==> src/rtl/intr_flag_ctrl.sv <==
// intr_flag_ctrl: interrupt sequencer for the MCU flag datapath.
// It synchronizes the external interrupt, owns the interrupt-enable bit, and
// enters the ISR through a request/acknowledge handshake with the control unit.
// It also strobes the Z/C shadow save on entry and the shadow restore on RETIE/RETID.
// Optional build macro INTR_FLAG_CTRL_STAT_EN adds a saturating serviced-interrupt
// counter on INT_CNT. Without the macro, INT_CNT is tied to zero.
//
// state   | meaning
// --------+-------------------------------------------------------------
// IDLE    | normal execution, waiting for an instruction boundary or RET*
// SAVE    | one cycle: copy Z/C into the shadow registers, request the vector
// VECT    | hold INT_REQ until the control unit acknowledges
// ISR     | servicing the interrupt; no nesting, waiting for RETIE/RETID
// RESTORE | one cycle: load Z/C from the shadow registers

module intr_flag_ctrl #(
  parameter int SYNC_STAGES = 2,
  parameter int CNT_W       = 8
) (
  input  logic             CLK,
  input  logic             RST_N,
  input  logic             INTR,
  input  logic             INSTR_END,
  input  logic             SEI,
  input  logic             CLI,
  input  logic             RETIE,
  input  logic             RETID,
  input  logic             INT_ACK,
  output logic             INT_REQ,
  output logic             FLG_SHAD_LD,
  output logic             FLG_LD_SEL,
  output logic             FLG_Z_LD_R,
  output logic             FLG_C_LD_R,
  output logic             IE,
  output logic             PEND,
  output logic             IN_ISR,
  output logic [CNT_W-1:0] INT_CNT
);

  typedef enum logic [2:0] {
    ST_IDLE,
    ST_SAVE,
    ST_VECT,
    ST_ISR,
    ST_RESTORE
  } state_t;

  state_t state, state_nxt;

  logic [SYNC_STAGES-1:0] sync_q;
  logic                   sync_d;
  logic                   intr_rise;
  logic                   ret_req;
  logic                   enter_save;
  logic                   take_ret;

  assign intr_rise  = sync_q[SYNC_STAGES-1] & ~sync_d;
  assign ret_req    = RETIE | RETID;
  assign enter_save = (state == ST_IDLE) & ~ret_req & INSTR_END & PEND & IE;
  // RET* is honoured only where a return makes sense. In SAVE and VECT it is dropped.
  assign take_ret   = ((state == ST_IDLE) | (state == ST_ISR)) & ret_req;

  // INTR synchronizer chain, plus one extra flop for rising-edge detection
  always_ff @(posedge CLK or negedge RST_N) begin
    if (!RST_N) begin
      sync_q <= '0;
      sync_d <= 1'b0;
    end else begin
      sync_q <= {sync_q[SYNC_STAGES-2:0], INTR};
      sync_d <= sync_q[SYNC_STAGES-1];
    end
  end

  // Pending flag: taking the interrupt clears it.
  // An edge that coincides with entry merges into the interrupt being serviced.
  always_ff @(posedge CLK or negedge RST_N) begin
    if (!RST_N) begin
      PEND <= 1'b0;
    end else if (enter_save) begin
      PEND <= 1'b0;
    end else if (intr_rise) begin
      PEND <= 1'b1;
    end
  end

  // Interrupt enable: entry forces it off, RET* overrides SEI/CLI, and CLI beats SEI
  always_ff @(posedge CLK or negedge RST_N) begin
    if (!RST_N) begin
      IE <= 1'b0;
    end else if (enter_save) begin
      IE <= 1'b0;
    end else if (take_ret) begin
      IE <= ~RETID;
    end else if (CLI) begin
      IE <= 1'b0;
    end else if (SEI) begin
      IE <= 1'b1;
    end
  end

  // State register
  always_ff @(posedge CLK or negedge RST_N) begin
    if (!RST_N) begin
      state <= ST_IDLE;
    end else begin
      state <= state_nxt;
    end
  end

  // Next-state logic and strobes decoded purely from the current state
  always_comb begin
    state_nxt   = state;
    INT_REQ     = 1'b0;
    FLG_SHAD_LD = 1'b0;
    FLG_LD_SEL  = 1'b0;
    FLG_Z_LD_R  = 1'b0;
    FLG_C_LD_R  = 1'b0;
    IN_ISR      = 1'b0;
    case (state)
      ST_IDLE: begin
        if (ret_req) begin
          state_nxt = ST_RESTORE;
        end else if (enter_save) begin
          state_nxt = ST_SAVE;
        end
      end
      ST_SAVE: begin
        FLG_SHAD_LD = 1'b1;
        INT_REQ     = 1'b1;
        state_nxt   = ST_VECT;
      end
      ST_VECT: begin
        INT_REQ = 1'b1;
        if (INT_ACK) begin
          state_nxt = ST_ISR;
        end
      end
      ST_ISR: begin
        IN_ISR = 1'b1;
        if (ret_req) begin
          state_nxt = ST_RESTORE;
        end
      end
      ST_RESTORE: begin
        FLG_LD_SEL = 1'b1;
        FLG_Z_LD_R = 1'b1;
        FLG_C_LD_R = 1'b1;
        state_nxt  = ST_IDLE;
      end
      default: begin
        state_nxt = ST_IDLE;
      end
    endcase
  end

`ifdef INTR_FLAG_CTRL_STAT_EN
  logic [CNT_W-1:0] cnt_q;

  // Serviced-interrupt counter: counts VECT->ISR transitions and saturates at all-ones
  always_ff @(posedge CLK or negedge RST_N) begin
    if (!RST_N) begin
      cnt_q <= '0;
    end else if ((state == ST_VECT) && INT_ACK && (cnt_q != {CNT_W{1'b1}})) begin
      cnt_q <= cnt_q + {{(CNT_W-1){1'b0}}, 1'b1};
    end
  end

  assign INT_CNT = cnt_q;
`else
  assign INT_CNT = '0;
`endif

endmodule

==> config.mk <==
export PLATFORM = sky130hd
export DESIGN_NAME = intr_flag_ctrl
export DESIGN_NICKNAME = d
export VERILOG_FILES = /design/src/rtl/intr_flag_ctrl.sv
export SDC_FILE = /design/constraint.sdc
export NUM_CORES = 1
export LEC_CHECK = 0
export BUFFER_PORTS_ARGS = -buffer_cell sky130_fd_sc_hd__buf_2
export CAP_MARGIN = 20
export CORE_AREA = 2 2 39 41
export DETAILED_ROUTE_END_ITERATION = 10
export DIE_AREA = 0 0 41 43
export GPL_TIMING_DRIVEN = 0
export PLACE_DENSITY = 0.63
export SKIP_CTS_REPAIR_TIMING = 1
export SKIP_LAST_GASP = 1
export SYNTH_ARGS = -nofsm -noshare
export SYNTH_HDL_FRONTEND = slang
export SYNTH_SLANG_ARGS = --single-unit
==> constraint.sdc <==
create_clock -name CLK -period 2.4 [get_ports CLK]
set_input_delay 0.6 -clock CLK [delete_from_list [all_inputs] [get_ports CLK]]
set_output_delay 0.6 -clock CLK [all_outputs]
set_load 0.02 [all_outputs]
# After elaboration in Yosys (flattened, before gate mapping)
# Index checks and enable logic that the tools add are counted.
# word_totals
regBits,8
input_bits,9
output_inout_bits,16
# classes
n_eq_ne,7
mux,15
n_bitwise,11
reduce_logical,5
# ops
cell,n
two-way mux 3 bit,4
one-hot mux 3 bit (4 select lines),1
two-way mux 1 bit,10
AND 1 bit,6
"== test 3 x 2 -> 1 bit, second input constant",2
"!= test 2 bit, second input constant",2
nonzero test 4 bit,1
"== test 3 x 1 -> 1 bit, second input constant",1
"== test 3 bit, second input constant",1
zero test 3 bit,1
"!= test 3 bit, second input constant",1
NOT 1 bit,3
AND reduction 3 bit,1
OR 1 bit,2
nonzero test 2 bit,1
OR reduction 2 bit,1

# Depth between registers and ports, before layout
# Gate-level depths: netlist of the first run.
# depth
ltp_word,9
ltp_mapped,4

# Worst setup path after synthesis of the first run
# No wires, ideal clock.
# synth_path
kind,flip-flop to output port
start,reg state[0]
end,out FLG_LD_SEL
arrival_ns,1.077
t_required_ns,1.800
path_slack_ns,0.723
path_stages_with_launch,5
path_buffers,2
cell_sequence,dfrtp_1 -> buf_2 -> nor2_1 -> and2_1 -> buf_4
# synth_between
elab_chain_len,2
# synth_rtl
element,line_no,rtl
from (decl),48,"state_t state, state_nxt;"
from (signal assigned),106,state <= state_nxt;
== test 3 bit,--,
two-way mux 1 bit,--,
to (decl),31,"output logic FLG_LD_SEL,"
# No other way between the ends.

# Final worst setup path of the first run
# layout_path
start,reg state[0]
end,out FLG_LD_SEL
# layout_between
elab_chain_len,2
# layout_rtl
element,line_no,rtl
== test 3 bit,119,case (state)
two-way mux 1 bit,119,
# No other way between the ends.

==> results.md, run 1 <==
- Outcome: complete, no violations
- Clk sinks: 8
- Yosys reg bits: 8
- Reg2reg start: state[0]$_DFFE_PN0P_
- Seq/Total Area, Yosys: 0.4267
- Number of port buffers: 16
- CTS Root Cell: clkbuf_4
- CP Launch Point: state[0]$_DFFE_PN0P_
- Initial antenna violation count: 0
- CTS tree: done
- Synth top cells by count: 10 x buf_4, 8 x dfrtp_1, 6 x nor2_1
- Vias in the first global route: 285
- Via count: 369
- Design Area, Final: 618.1 um2
- Antenna Nets Post-Route: 0
- RSZ-0062 raised after global routing: false
- Sw Ratio: 0.3987
- Final Hold Violating Endpoints: 0
- CP Data Required Time: 1.80 ns
- Fraction of layout cells with a size suffix above 1: 0.4730
- CP Class: flop to output pin
- Post-synthesis async set-or-reset flop share: 1.000
- Overflow left after global routing: 0
- Top cell type's share of synthesized area: 0.4267
- Mapped Area: 469.2 um2
- WL/cell: 8.256 um
- Mean Syn Cell Area: 9.775 um2
- Core area: 1384 um2
- Final core occ: 0.4467
- FF-to-FF setup slack: 1.03 ns
- VDD IR-drop max: ~570 uV
- # IOs: 25
- Cell Pwr Density: 1013 nW/um2
- Nets: 85
- Placed Area: 595.6 um2
- Post-Layout Cell Count: 90
- Worst Reg-to-Reg Cells: 4
- Die area: roughly 1800 um2
- Int Power: around 0.00038 W
- Crit. End Element: output pin
- Initial DRC count: 3
- Initial Util: 0.3391
- Final TNS setup: 0 ns
- Clk Latency, worst-skew pair: 0.25 ns
- Post-route DRC: 0
- Crit Path Max Fanout: 9
- Via/cell ratio: 4.100
- Clock share of power: 0.156
- Synth unique cells: 23
- R2r endpoint: IE$_DFFE_PN0P_
- Sequential share of power: 0.295
- GPL Wtd Cong: 0.7089
- Clk slew on worst S/H paths: 0.05 ns
- Syn. warnings: 0
- Final worst-path cycle share: 0.8110
- Tot GR Track Use: 0.1010
- Syn-to-layout area delta: 31.73%
- Critical Path AT: between 1 and 1.5 ns
- Cell taking the most area after synthesis: dfrtp_1
- Clock Tree Buf Depth: 2
- Final Skew: roughly 0.0030 ns
- Die X: 41 um
- Leakage: roughly 0.33 nW
- Min Tclk post-route: 1.946 ns
- Switching power of the nets: 0.0002496 W
- Mapped Cells: 48
- Primary FF master, synth: dfrtp_1
- Largest net degree at the start of global routing: 11
- Combinational Power Share: 0.549
- Most frequent cell after synthesis: buf_4
- H-tree Lvls: 1
- # diodes: 0
- Fin. max-slew vios: 0
- Placed insts: 87
- FMAX: ~0.51 GHz
- First-pass GRT wire length: 1159 um
- # setup viols final: 0
- Routed WL: 743 um
- Max cap viols: 0
- Die Y: 43 um
- TritonRoute pass-1 iters: 4
- Inserted Clock Buffers: 3
- Post-synth EDFFs: 0
- Hold crit path type: input port to async pin
- Std-Cell Rows: 14
- Top cells by area, synth: dfrtp_1 43%, buf_4 16%, buf_6 4.8%
- DPL Wire Length: 576.3 um
- Worst setup SP type: flop
## through the flow
| step | worst slack, ns | total power, W | hold slack, ns |
|---|---|---|---|
| after floorplan | 0.7231 | 0.0004520 | 0.3044 |
| after global routing | 0.3723 | 0.0006774 | 0.1735 |
| after global placement | 0.7385 | 0.0005283 | 0.3322 |
| after CTS | 0.4561 | 0.0006321 | 0.1754 |
| final | 0.4535 | 0.0006259 | 0.1770 |
| after detailed placement | 0.7307 | 0.0005314 | 0.3478 |
## cell families (layout without fill, tap and decap cells)
kind of cell,count (synthesis),count (layout),synth area share
simple gates,18,18,0.2134
buf+inv,14,33,0.2266
flops,8,8,0.4267
compound gates,5,5,0.08800
xor+xnor,2,2,0.03734
other cells,1,8,0.007992
## metal layers
layer  vias to the layer above  GRT usage  wire, um
met2                        21     0.1313       286
met5                         -          0         0
met1                       146     0.1220       346
met3                         4    0.04712        86
met4                         0    0.08000        24
li1                        198          -         -
## worst max path at each step
stage               slack, ns  depth (start not counted)          to
finish                   0.45                          5  FLG_LD_SEL
global route             0.37                          5  FLG_LD_SEL
CTS                      0.46                          5  FLG_LD_SEL
detailed placement       0.73                          5  FLG_LD_SEL
global placement         0.74                          5  FLG_Z_LD_R
floorplan                0.72                          4  FLG_LD_SEL
## critical path, stage by stage, from the launching register on
cell     delay, ns
dfrtp_1       0.35
buf_2         0.17
nor2_1        0.14
and2_1        0.18
buf_4         0.11
buf_2         0.15
## layout make-up
| class | count | area, um2 |
|---|---|---|
| plain buffers | 13 | 102.6 |
| clock buffers | 3 | 22.52 |
| fillers | 140 | 765.7 |
| inverters | 1 | 3.754 |
| multi-input cells | 33 | 188.9 |
| flip-flops and latches | 8 | 200.2 |
| well taps | 16 | 20.02 |
| repair buffers | 16 | 80.08 |
## power groups by stage
stage,Combinational [W],Sequential [W],Clock [W]
floorplan,0.000252,0.000200,0
global placement,0.000343,0.000186,0
detailed placement,0.000344,0.000187,0
CTS,0.000345,0.000185,0.000102
global route,0.000380,0.000187,0.000110
finish,0.000344,0.000184,0.0000977
## layout by cell type (no fill, tap or decap), drive strengths merged
cell     n
nor3b    1
or3      1
o21bai   1
dfrtp    8
clkbuf   3
conb     8
nand3b   1
xor2     1
nor4     1
a21oi    2
inv      1
nor3     2
nor2     6
buf     29
nand3    1
xnor2    1
and3b    1
a221oi   2
or4      1
nand2    2
and2     1
## sequential cells by signal, indices dropped and copies added, names as in the netlist
signal / count
state: 3
PEND: 1
sync_d: 1
IE: 1
sync_q: 2
Note: power is estimated with default switching activity, not from simulation.
==> run 2, diff against run 1 <==
PLACE_DENSITY = 0.66   (was 0.63)
clock period = 1.6 ns   (was 2.4 ns; I/O delays follow)
==> run 2 against run 1 <==
The flow now finishes with violations (negative setup slack). Register-to-register slack worse by 0.89 ns. Global-route usage is 1.0 points higher. Cell count is 7.8% higher. Critical path type unchanged. Critical endpoint is now FLG_Z_LD_R.
==> results.md, run 2 (synthesized netlist as in run 1, its figures left out) <==
- Failing checks: negative setup slack
- Max cap viols: 0
- Die area: roughly 1800 um2
- Critical Path AT: 1.20 ns
- Worst Reg-to-Reg Cells: 5
- Die X: around 41 um
- Final worst-path cycle share: 1.002
- Tot GR Track Use: 0.1110
- Nets: 92
- Most frequent cells in the layout: 14 x buf_4, 14 x buf_2, 8 x dfrtp_1, 8 x conb_1, 7 x buf_6
- Final Hold Violating Endpoints: 0
- Core area: 1384 um2
- Overflow left after global routing: 0
- Largest register FFs: 3
- Antenna Nets Post-Route: 0
- Via count: 392
- Leakage: between 0.3 and 0.4 nW
- Worst setup SP type: flop
- Routed WL: ~840 um
- CTS tree: done
- Crit. End Element: output pin
- Placed insts: 87
- GPL Wtd Cong: 0.8266
- Clk Latency, worst-skew pair: 0.24 ns
- CTS Root Cell: clkbuf_4
- Number of port buffers: 16
- Initial antenna violation count: 0
- CP Data Required Time: 1.20 ns
- Std-Cell Rows: 14
- Die Y: 43 um
- Clk slew on worst S/H paths: 0.05 ns
- Reg with most FFs: state
- FMAX: 0.6237 GHz
- Int Power: 0.0006923 W
- R2r endpoint: PEND$_DFFE_PN0P_
- Largest regs: state x3, sync_q x2
- Sw Ratio: 0.3734
- # diodes: 0
- Inserted Clock Buffers: 3
- Cell Pwr Density: 1557 nW/um2
- # IOs: 25
- Final Skew: 0.0007229 ns
- Post-route DRC: 0
- FF-to-FF setup slack: around 0.14 ns
- Hold crit path type: input port to flop
- Largest net degree at the start of global routing: 11
- RSZ-0062 raised after global routing: true
- WL/cell: about 8.6 um
- Sequential share of power: 0.252
- CP Launch Point: state[1]$_DFFE_PN0P_
- H-tree Lvls: 1
- Reg2reg start: state[0]$_DFFE_PN0P_
- Endpoint of the worst setup timing path: FLG_Z_LD_R
- TritonRoute pass-1 iters: 4
- # setup viols final: 2
- Combinational Power Share: 0.618
- DPL Wire Length: 619.5 um
- Switching power of the nets: 0.0004125 W
- Clock share of power: 0.130
- Outcome: finished with violations
- Initial Util: 0.3391
- Initial DRC count: 4
- VDD IR-drop max: 751.5 uV
- Vias in the first global route: around 310
- Crit Path Max Fanout: 7
- Clk sinks: 8
- First-pass GRT wire length: 1276 um
- Post-Layout Cell Count: 97
- Final core occ: 0.5127
- Fin. max-slew vios: 0
- CP Class: flop to output pin
- Fraction of layout cells with a size suffix above 1: 0.5309
- Syn-to-layout area delta: 51.20%
- Via/cell ratio: 4.041
- Min Tclk post-route: 1.603 ns
- Worst Setup Slack, final: -0.003304 ns
- Clock Tree Buf Depth: 2
[run 2: layer usage]
layer / track usage / routed length [um] / share of wire / up-vias
met5: 0 / 0 / 0 / -
met4: 0.06000 / 0 / 0 / 0
met3: 0.04712 / 70 / 0.084 / 0
met2: 0.1438 / 425 / 0.51 / 16
met1: 0.1515 / 340 / 0.41 / 166
li1: - / - / - / 210
[run 2: worst min path at each step]
stage,slack [ns],cells past startpoint,startpoint,endpoint
after floorplan,0.10,0,RST_N,IE$_DFFE_PN0P_
after global placement,0.25,1,RST_N,PEND$_DFFE_PN0P_
after detailed placement,0.25,1,RST_N,IE$_DFFE_PN0P_
after CTS,-0.02,1,RST_N,IE$_DFFE_PN0P_
after global routing,0.24,1,INTR,sync_q[0]$_DFF_PN0_
final,0.26,1,INTR,sync_q[0]$_DFF_PN0_
[run 2: worst max-delay path, cell delays in order, from the launching register on]
cell	delay, ns
dfrtp_1	0.37
buf_6	0.14
nor2_4	0.10
and2_4	0.16
buf_6	0.09
buf_6	0.10
[run 2: metrics by stage]
step | TNS (ns) | power [W] | hold slack (ns) | area [um2] | setup slack, ns
2_1_floorplan | 0 | 0.0006779 | 0.1044 | 495.5 | 0.1231
3_3_place_gp | 0 | 0.0007952 | 0.2464 | 595.6 | 0.1345
3_5_place_dp | 0 | 0.0008030 | 0.2491 | 595.6 | 0.1222
4_1_cts | -0.3846 | 0.0009556 | -0.02024 | 618.1 | -0.1496
5_1_grt | -0.2783 | 0.001196 | 0.2444 | 709.4 | -0.07090
6_report | -0.006591 | 0.001105 | 0.2616 | 709.4 | -0.003304
[run 2: cell type report]
cell class / count / area [um2]
repair buffers: 23 / 147.6
multi-input cells: 33 / 198.9
plain buffers: 13 / 116.4
well taps: 16 / 20.02
fillers: 139 / 674.4
flip-flops and latches: 8 / 200.2
inverters: 1 / 3.754
clock buffers: 3 / 22.52
[run 2: power by group through the flow]
| stage | clock network, W | logic (W) | registers, W |
|---|---|---|---|
| final | 0.000144 | 0.000683 | 0.000278 |
| after floorplan | 0 | 0.000378 | 0.000300 |
| after detailed placement | 0 | 0.000522 | 0.000281 |
| after CTS | 0.000154 | 0.000525 | 0.000277 |
| after global routing | 0.000167 | 0.000744 | 0.000285 |
| after global placement | 0 | 0.000518 | 0.000277 |
